## src/rtl/midi_pkg.sv

```systemverilog
`default_nettype none
// +------------------------------------------------------------------------+
// | Module   : midi_pkg                                                    |
// | Purpose  : Shared types and constants for the MIDI channel-message     |
// |            decoder: event type encoding, status nibbles, event record. |
// | Revision : 1.0  initial release                                        |
// +------------------------------------------------------------------------+
package midi_pkg;

  typedef enum logic [2:0] {
    EV_CC7     = 3'd0,
    EV_CC14    = 3'd1,
    EV_PRG     = 3'd2,
    EV_CHPRESS = 3'd3,
    EV_PBEND   = 3'd4
  } ev_type_t;

  localparam logic [3:0] ST_NOTE_OFF = 4'h8;
  localparam logic [3:0] ST_NOTE_ON  = 4'h9;
  localparam logic [3:0] ST_POLY_AT  = 4'hA;
  localparam logic [3:0] ST_CTRL     = 4'hB;
  localparam logic [3:0] ST_PROG     = 4'hC;
  localparam logic [3:0] ST_CHPRESS  = 4'hD;
  localparam logic [3:0] ST_PITCH    = 4'hE;

  localparam logic [7:0]  REALTIME_MIN = 8'hF8;
  localparam logic [13:0] PB_CENTER    = 14'h2000;

  // Channel offset is always held in 4 bits; the top truncates/extends to CH_W.
  typedef struct packed {
    ev_type_t    ev_type;
    logic [3:0]  ch;
    logic [6:0]  num;
    logic [13:0] val;
  } midi_event_t;

  // Program Change and Channel Pressure carry a single data byte.
  function automatic logic is_one_byte_msg(input logic [3:0] st);
    return (st == ST_PROG) || (st == ST_CHPRESS);
  endfunction

endpackage
`default_nettype wire

```

## src/rtl/midi_event_fifo.sv

```systemverilog
`default_nettype none
// +------------------------------------------------------------------------+
// | Module   : midi_event_fifo                                             |
// | Purpose  : First-word-fall-through event FIFO with level and sticky    |
// |            overflow flag. A write into a full FIFO is accepted only    |
// |            when a pop happens in the same cycle; otherwise dropped.    |
// | Ports    : clk, rst_n (async low), wr_en/wr_data in, rd_valid/rd_ready |
// |            /rd_data out, level, overflow, ovf_clr.                     |
// | Revision : 1.0  initial release                                        |
// +------------------------------------------------------------------------+
module midi_event_fifo
  import midi_pkg::*;
#(
  parameter int DEPTH = 8
) (
  input  logic                       clk,
  input  logic                       rst_n,
  input  logic                       wr_en,
  input  midi_event_t                wr_data,
  output logic                       rd_valid,
  input  logic                       rd_ready,
  output midi_event_t                rd_data,
  output logic [$clog2(DEPTH):0]     level,
  output logic                       overflow,
  input  logic                       ovf_clr
);

  localparam int PTR_W = $clog2(DEPTH);
  localparam int LVL_W = PTR_W + 1;

  midi_event_t        mem [DEPTH];
  logic [PTR_W-1:0]   wr_ptr;
  logic [PTR_W-1:0]   rd_ptr;
  logic [LVL_W-1:0]   count;
  logic               full;
  logic               pop;
  logic               push;
  logic               drop;

  assign full     = (count == LVL_W'(DEPTH));
  assign rd_valid = (count != '0);
  assign pop      = rd_valid & rd_ready;
  assign push     = wr_en & (~full | pop);
  assign drop     = wr_en & full & ~pop;
  assign level    = count;
  // Empty FIFO presents an all-zero record so the outputs read as reset.
  assign rd_data  = rd_valid ? mem[rd_ptr] : '0;

  always_ff @(posedge clk) begin
    if (push) mem[wr_ptr] <= wr_data;
  end

  always_ff @(posedge clk or negedge rst_n) begin
    if (!rst_n) begin
      wr_ptr   <= '0;
      rd_ptr   <= '0;
      count    <= '0;
      overflow <= 1'b0;
    end else begin
      if (push) wr_ptr <= wr_ptr + PTR_W'(1);
      if (pop)  rd_ptr <= rd_ptr + PTR_W'(1);
      case ({push, pop})
        2'b10:   count <= count + LVL_W'(1);
        2'b01:   count <= count - LVL_W'(1);
        default: count <= count;
      endcase
      // A drop in the same cycle as a clear leaves the flag set.
      if (drop)         overflow <= 1'b1;
      else if (ovf_clr) overflow <= 1'b0;
    end
  end

endmodule
`default_nettype wire

```

## src/rtl/midi_chan_msg_decoder.sv

```systemverilog
`default_nettype none
// +------------------------------------------------------------------------+
// | Module   : midi_chan_msg_decoder                                       |
// | Purpose  : Running-status MIDI parser for CC (7/14-bit), Program       |
// |            Change, Channel Pressure and Pitch Bend in a channel window.|
// |            Decoded events are queued in an event FIFO.                 |
// | Ports    : data_clk, reset_reg_N (async low), byteready/midi_in_data   |
// |            byte input, omni/base_ch window, ev_* FIFO head with        |
// |            ev_valid/ev_ready, fifo_level, overflow, ovf_clr.           |
// | Revision : 1.0  initial release                                        |
// +------------------------------------------------------------------------+
module midi_chan_msg_decoder
  import midi_pkg::*;
#(
  parameter int CHANNELS   = 16,
  parameter int CH_W       = 4,
  parameter int FIFO_DEPTH = 8,
  parameter int CC14_EN    = 1
) (
  input  logic                          data_clk,
  input  logic                          reset_reg_N,
  input  logic                          byteready,
  input  logic [7:0]                    midi_in_data,
  input  logic                          omni,
  input  logic [3:0]                    base_ch,
  output logic                          ev_valid,
  input  logic                          ev_ready,
  output logic [2:0]                    ev_type,
  output logic [CH_W-1:0]               ev_ch,
  output logic [6:0]                    ev_num,
  output logic [13:0]                   ev_val,
  output logic [$clog2(FIFO_DEPTH):0]   fifo_level,
  output logic                          overflow,
  input  logic                          ovf_clr
);

  typedef enum logic [2:0] {
    S_IDLE    = 3'd0,
    S_WAIT_D1 = 3'd1,
    S_WAIT_D2 = 3'd2,
    S_SKIP_D1 = 3'd3,
    S_SKIP_D2 = 3'd4
  } state_t;

  state_t      state, next_state;
  logic [3:0]  status;
  logic [3:0]  ch_off;
  logic        two_byte;
  logic [6:0]  d1;

  logic        take_status, store_d1, latch_we, emit1, emit2;
  midi_event_t ev1, ev2;

  logic        wr_en, pend_valid;
  midi_event_t wr_ev, pend_ev;
  midi_event_t head;

  logic        lat_hit;
  logic [6:0]  lat_val;

  logic [3:0]  in_off;
  logic        in_accept;
  logic [6:0]  d;

  // Window membership is decided once, at the status byte.
  assign in_off    = midi_in_data[3:0] - base_ch;
  assign in_accept = omni | ({1'b0, in_off} < 5'(CHANNELS));
  assign d         = midi_in_data[6:0];

  always_ff @(posedge data_clk or negedge reset_reg_N) begin
    if (!reset_reg_N) state <= S_IDLE;
    else              state <= next_state;
  end

  always_comb begin
    next_state  = state;
    take_status = 1'b0;
    store_d1    = 1'b0;
    latch_we    = 1'b0;
    emit1       = 1'b0;
    emit2       = 1'b0;
    ev1         = '0;
    ev2         = '0;
    if (byteready) begin
      if (midi_in_data >= REALTIME_MIN) begin
        // real-time bytes pass through the parser untouched
      end else if (midi_in_data[7:4] == 4'hF) begin
        next_state = S_IDLE;
      end else if (midi_in_data[7]) begin
        take_status = 1'b1;
        next_state  = (in_accept && midi_in_data[7:4] >= ST_CTRL) ? S_WAIT_D1 : S_SKIP_D1;
      end else begin
        case (state)
          S_WAIT_D1: begin
            if (two_byte) begin
              store_d1   = 1'b1;
              next_state = S_WAIT_D2;
            end else begin
              emit1       = 1'b1;
              ev1.ev_type = (status == ST_PROG) ? EV_PRG : EV_CHPRESS;
              ev1.ch      = ch_off;
              ev1.val     = {7'b0, d};
            end
          end
          S_WAIT_D2: begin
            emit1      = 1'b1;
            next_state = S_WAIT_D1;
            ev1.ch     = ch_off;
            if (status == ST_PITCH) begin
              ev1.ev_type = EV_PBEND;
              ev1.val     = {d, d1};
            end else begin
              ev1.ev_type = EV_CC7;
              ev1.num     = d1;
              ev1.val     = {7'b0, d};
              latch_we    = (CC14_EN != 0) && (d1[6:5] == 2'b00);
              // LSB controller 32..63 completes a pair with its MSB (d1-32).
              if ((CC14_EN != 0) && (d1[6:5] == 2'b01) && lat_hit) begin
                emit2       = 1'b1;
                ev2.ev_type = EV_CC14;
                ev2.ch      = ch_off;
                ev2.num     = {2'b00, d1[4:0]};
                ev2.val     = {lat_val, d};
              end
            end
          end
          S_SKIP_D1: if (two_byte) next_state = S_SKIP_D2;
          S_SKIP_D2: next_state = S_SKIP_D1;
          default:   next_state = state;
        endcase
      end
    end
  end

  always_ff @(posedge data_clk or negedge reset_reg_N) begin
    if (!reset_reg_N) begin
      status     <= '0;
      ch_off     <= '0;
      two_byte   <= 1'b0;
      d1         <= '0;
      wr_en      <= 1'b0;
      wr_ev      <= '0;
      pend_valid <= 1'b0;
      pend_ev    <= '0;
    end else begin
      if (take_status) begin
        status   <= midi_in_data[7:4];
        ch_off   <= in_off;
        two_byte <= !is_one_byte_msg(midi_in_data[7:4]);
      end
      if (store_d1) d1 <= d;
      // A CC14 pair is staged one cycle behind its CC7; bytes arrive far
      // enough apart that the pending slot is always free again in time.
      if (emit1) begin
        wr_en      <= 1'b1;
        wr_ev      <= ev1;
        pend_valid <= emit2;
        pend_ev    <= ev2;
      end else if (pend_valid) begin
        wr_en      <= 1'b1;
        wr_ev      <= pend_ev;
        pend_valid <= 1'b0;
      end else begin
        wr_en <= 1'b0;
      end
    end
  end

  generate
    if (CC14_EN != 0) begin : g_cc14
      // Per-channel MSB latch: {valid, num[4:0], value[6:0]}
      logic [15:0]       msb_vld;
      logic [15:0][4:0]  msb_num;
      logic [15:0][6:0]  msb_val;

      always_ff @(posedge data_clk or negedge reset_reg_N) begin
        if (!reset_reg_N) begin
          msb_vld <= '0;
          msb_num <= '0;
          msb_val <= '0;
        end else if (latch_we) begin
          msb_vld[ch_off] <= 1'b1;
          msb_num[ch_off] <= d1[4:0];
          msb_val[ch_off] <= d;
        end
      end

      assign lat_hit = msb_vld[ch_off] && (msb_num[ch_off] == d1[4:0]);
      assign lat_val = msb_val[ch_off];
    end else begin : g_no_cc14
      assign lat_hit = 1'b0;
      assign lat_val = '0;
    end
  endgenerate

  midi_event_fifo #(
    .DEPTH (FIFO_DEPTH)
  ) u_fifo (
    .clk      (data_clk),
    .rst_n    (reset_reg_N),
    .wr_en    (wr_en),
    .wr_data  (wr_ev),
    .rd_valid (ev_valid),
    .rd_ready (ev_ready),
    .rd_data  (head),
    .level    (fifo_level),
    .overflow (overflow),
    .ovf_clr  (ovf_clr)
  );

  assign ev_type = head.ev_type;
  assign ev_ch   = CH_W'(head.ch);
  assign ev_num  = head.num;
  assign ev_val  = head.val;

endmodule
`default_nettype wire
```

## config.mk

```make
export PLATFORM = sky130hd
export DESIGN_NAME = midi_chan_msg_decoder
export DESIGN_NICKNAME = d
export VERILOG_FILES = /design/src/rtl/midi_pkg.sv /design/src/rtl/midi_event_fifo.sv /design/src/rtl/midi_chan_msg_decoder.sv
export SDC_FILE = /design/constraint.sdc
export NUM_CORES = 1
export LEC_CHECK = 0
export CAP_MARGIN = 20
export CORE_UTILIZATION = 60
export CTS_CLUSTER_SIZE = 8
export DETAILED_ROUTE_END_ITERATION = 10
export HOLD_SLACK_MARGIN = 0.02
export PLACE_DENSITY = 0.81
export SYNTH_ARGS = -nofsm -noshare
export SYNTH_HDL_FRONTEND = slang
export SYNTH_HIERARCHICAL = 1
export SYNTH_SLANG_ARGS = --single-unit
```

## constraint.sdc

```tcl
create_clock -name data_clk -period 13.3 [get_ports data_clk]
set_input_delay 2.66 -clock data_clk [delete_from_list [all_inputs] [get_ports data_clk]]
set_output_delay 2.66 -clock data_clk [all_outputs]
set_load 0.1 [all_outputs]
```

==> impl_metrics.tcl <==
set metrics [dict create \
    clk_pin_slew_ps 50 \
    post_cts_resized 0 \
    vias_per_cell 6.45 \
    syn-instance-count 1397 \
    cts_buffer_depth 3 \
    synth_cell_types 66 \
    swShare 0.361 \
    synthTopCellsByArea "dfrtp_1 (33%), edfxtp_1 (30%), mux4_2 (10%)" \
    p_leak_nw 10.2 \
    fp.dieH_um 194 \
    cts_setup_buffers 0 \
    antenna_found_initial 1 \
    clock_latency_ps 590 \
    synth_area_mm2 0.0221 \
    pwr_density_cell_mw_per_mm2 230 \
    min_period_ps 6500 \
    synth_ff_type "dfrtp_1" \
    start_kind "flip-flop" \
    first_pass_iters 5 \
    clkPwrFrac 0.296 \
    maxSlewViolCount 0 \
    antenna_cells 0 \
    required_ps 10640 \
    synth_top_cell_area_share 0.331 \
    cts.htree.levels 3 \
    die_x_um 194 \
    finalSetupTns_ps 0 \
    grt_pass1_vias 13300 \
    hold_viol 0 \
    cts_buffers 74 \
    grt_pass1_wl_um 78000 \
    setup_slack_ps 6800 \
    syn_to_final_growth_pct 13.7 \
    worstMarginPinSlew_ps 1090 \
    overflow 0 \
    maxSlewHeadroom 0.270 \
    synthArstFlopShare 0.566 \
    max_freq_mhz 154 \
    synth-edff-count 224 \
    drv_cap 0 \
    core_area_mm2 0.0359 \
    root_buffer "clkbuf_16" \
    cts.sinks 516 \
    drt_wl_total_um 49300 \
    finalSetupViolCount 0 \
    whs_ps 456 \
    cp_max_fo 49 \
    route.detailed.drc 0 \
    syn_nets 1422 \
    first_iter_violations 1138 \
    status "completed" \
    drt-wirelength-per-cell_um 25.1 \
    hpwlAfterDp_um 27800 \
    grt_max_degree 87 \
    cp-end-kind "output port" \
    gp_congestion 0.860 \
    globalRouteTotalUtil 0.275 \
    hp-class "reg2reg" \
    num_rows 69 \
    ant_nets 0 \
    fin_crit_sh 0.489 \
    dieArea_mm2 0.0375 \
    seq_area_frac_synth 0.636 \
    skew_ps 19.3 \
    ys_seq_elements 516 \
    initial_core_util 0.614 \
    layout-drive-gt1-share 0.308 \
    avgSynthCellArea_um2 15.8 \
    seqPwrFrac 0.398 \
    postCtsHoldBufs 0 \
    internal_power_mw 3.69 \
    dp_slack_ps 7350 \
    nets 1483 \
    cts_tree "yes" \
    p_sw_mw 2.08 \
    fillCellCount 2256 \
    ys_warn_count 6 \
    io_pins 52 \
    peakVddDrop_uv 136 \
    rsz0062_at_grt "no" \
    vias 12600 \
    synth.largest_area_cell "dfrtp_1" \
    critPathArrivalTime_ps 3840 \
    io_buffers 50 \
    combinationalPowerShare 0.307 \
    critPathKind "reg2out" \
]
synthesized netlist by cell type, drive strengths merged, types with 7 or more instances:
| master | count |
|---|---|
| a21oi | 24 |
| a221oi | 11 |
| a22o | 38 |
| buf | 41 |
| clkbuf | 56 |
| dfrtp | 292 |
| edfxtp | 224 |
| inv | 15 |
| mux2 | 185 |
| mux2i | 43 |
| mux4 | 103 |
| nand2 | 106 |
| nand2b | 12 |
| nand3 | 19 |
| nor2 | 36 |
| nor2b | 7 |
| nor3 | 15 |
| nor3b | 7 |
| nor4 | 7 |
| o21ai | 68 |
| or2 | 13 |
worst max-delay path: stages, from the launching register on:
cell	delay (ps)
dfrtp_4	550
buf_4	790
mux4_2	620
a22o_1	280
clkdlybuf4s50_1	970
routing by layer:
| layer | vias to the layer above | GRT usage | routed length [um] |
|---|---|---|---|
| met4 | 2 | 0.104 | 1340 |
| li1 | 5445 | - | - |
| met1 | 6553 | 0.370 | 19800 |
| met3 | 93 | 0.0518 | 3550 |
| met5 | - | 0 | 13 |
| met2 | 534 | 0.450 | 24600 |
final timing paths:
kind	startpoint	endpoint	slack [ps]	cells after the start
hold / removal	g_cc14.msb_vld[9]	g_cc14.msb_vld[9]	460	1
setup / recovery	u_fifo/rd_ptr[0]	ev_val[9]	6800	4
max in group asynchronous	reset_reg_N	u_fifo/rd_ptr[0]	9730	2
hold reg to reg	g_cc14.msb_vld[9]	g_cc14.msb_vld[9]	460	1
setup reg to reg	ch_off[0]	pend_ev[17]	9300	8
min in group asynchronous	reset_reg_N	g_cc14.msb_vld[10]	2060	1
power by group through the flow:
stage / sequential (mW) / combinational (mW) / clock (mW)
after global placement: 2.27 / 1.73 / 0
after CTS: 2.29 / 1.78 / 1.73
after floorplan: 2.17 / 1.46 / 0
final: 2.29 / 1.77 / 1.71
after detailed placement: 2.31 / 1.76 / 0
after global routing: 2.33 / 1.86 / 1.80
registers in the layout (all words and copies together) (netlist names):
signal and cells:
g_cc14.msb_val 112, wr_ev 28, status 4, ch_off 4, u_fifo/wr_ptr 3, state 3
u_fifo/level 4, d1 7, u_fifo/overflow 1, u_fifo/rd_ptr 3, g_cc14.msb_vld 16, pend_ev 24
u_fifo/mem 224, two_byte 1, wr_en 1, g_cc14.msb_num 80, pend_valid 1
layout make-up:
type	count	area, um^2	area share
timing repair buffer	82	746	0.0297
inverter	16	60.1	0.00239
clock buffer	111	2030	0.0811
tap	461	577	0.0230
sequential	516	14000	0.560
clock inverter	5	73.8	0.00294
multi-input combinational	768	7550	0.301
cells in the final DEF (no fill, tap or decap), types with 5 or more instances in the layout:
cell,Yosys,routed
dfrtp_1,292,288
edfxtp_1,224,224
mux2_2,184,184
nand2_1,105,105
mux4_2,101,101
clkbuf_16,0,76
o21ai_0,58,58
clkdlybuf4s50_1,0,49
mux2i_1,42,42
a22o_1,38,38
clkbuf_1,56,35
buf_4,4,32
nor2_1,36,26
a21oi_1,24,24
nand3_1,15,15
inv_1,14,14
or2_2,13,13
nand2b_1,12,12
a221oi_1,10,10
nor3_1,15,10
nor2_2,0,10
o21ai_2,10,10
nor2b_1,7,7
xnor2_1,6,6
o211ai_1,6,6
ha_1,6,6
and3_1,5,5
nor3b_1,7,5
xor2_1,5,5
nor3_2,0,5
kinds of logic after synthesis:
| logic type | synth area share |
|---|---|
| adder cells (fa/ha/maj) | 0.00431 |
| XOR/XNOR | 0.00437 |
| AND/OR/NAND/NOR | 0.0588 |
| AO/OA/AOI/OAI | 0.0517 |
| buffers and inverters | 0.0253 |
| flip-flops | 0.636 |
| multiplexers | 0.220 |
through the flow:
| stage | area (um^2) | std cells | util | power (mW) |
|---|---|---|---|---|
| floorplan | 22100 | 1397 | - | 3.63 |
| global placement | 23000 | 1843 | 0.640 | 4.01 |
| detailed placement | 23000 | 1843 | 0.640 | 4.07 |
| CTS | 25100 | 1959 | 0.698 | 5.80 |
| global route | 25100 | 1959 | 0.698 | 6.00 |
| finish | 25100 | 1959 | 0.698 | 5.77 |
Power figures use the tool's default switching activity.
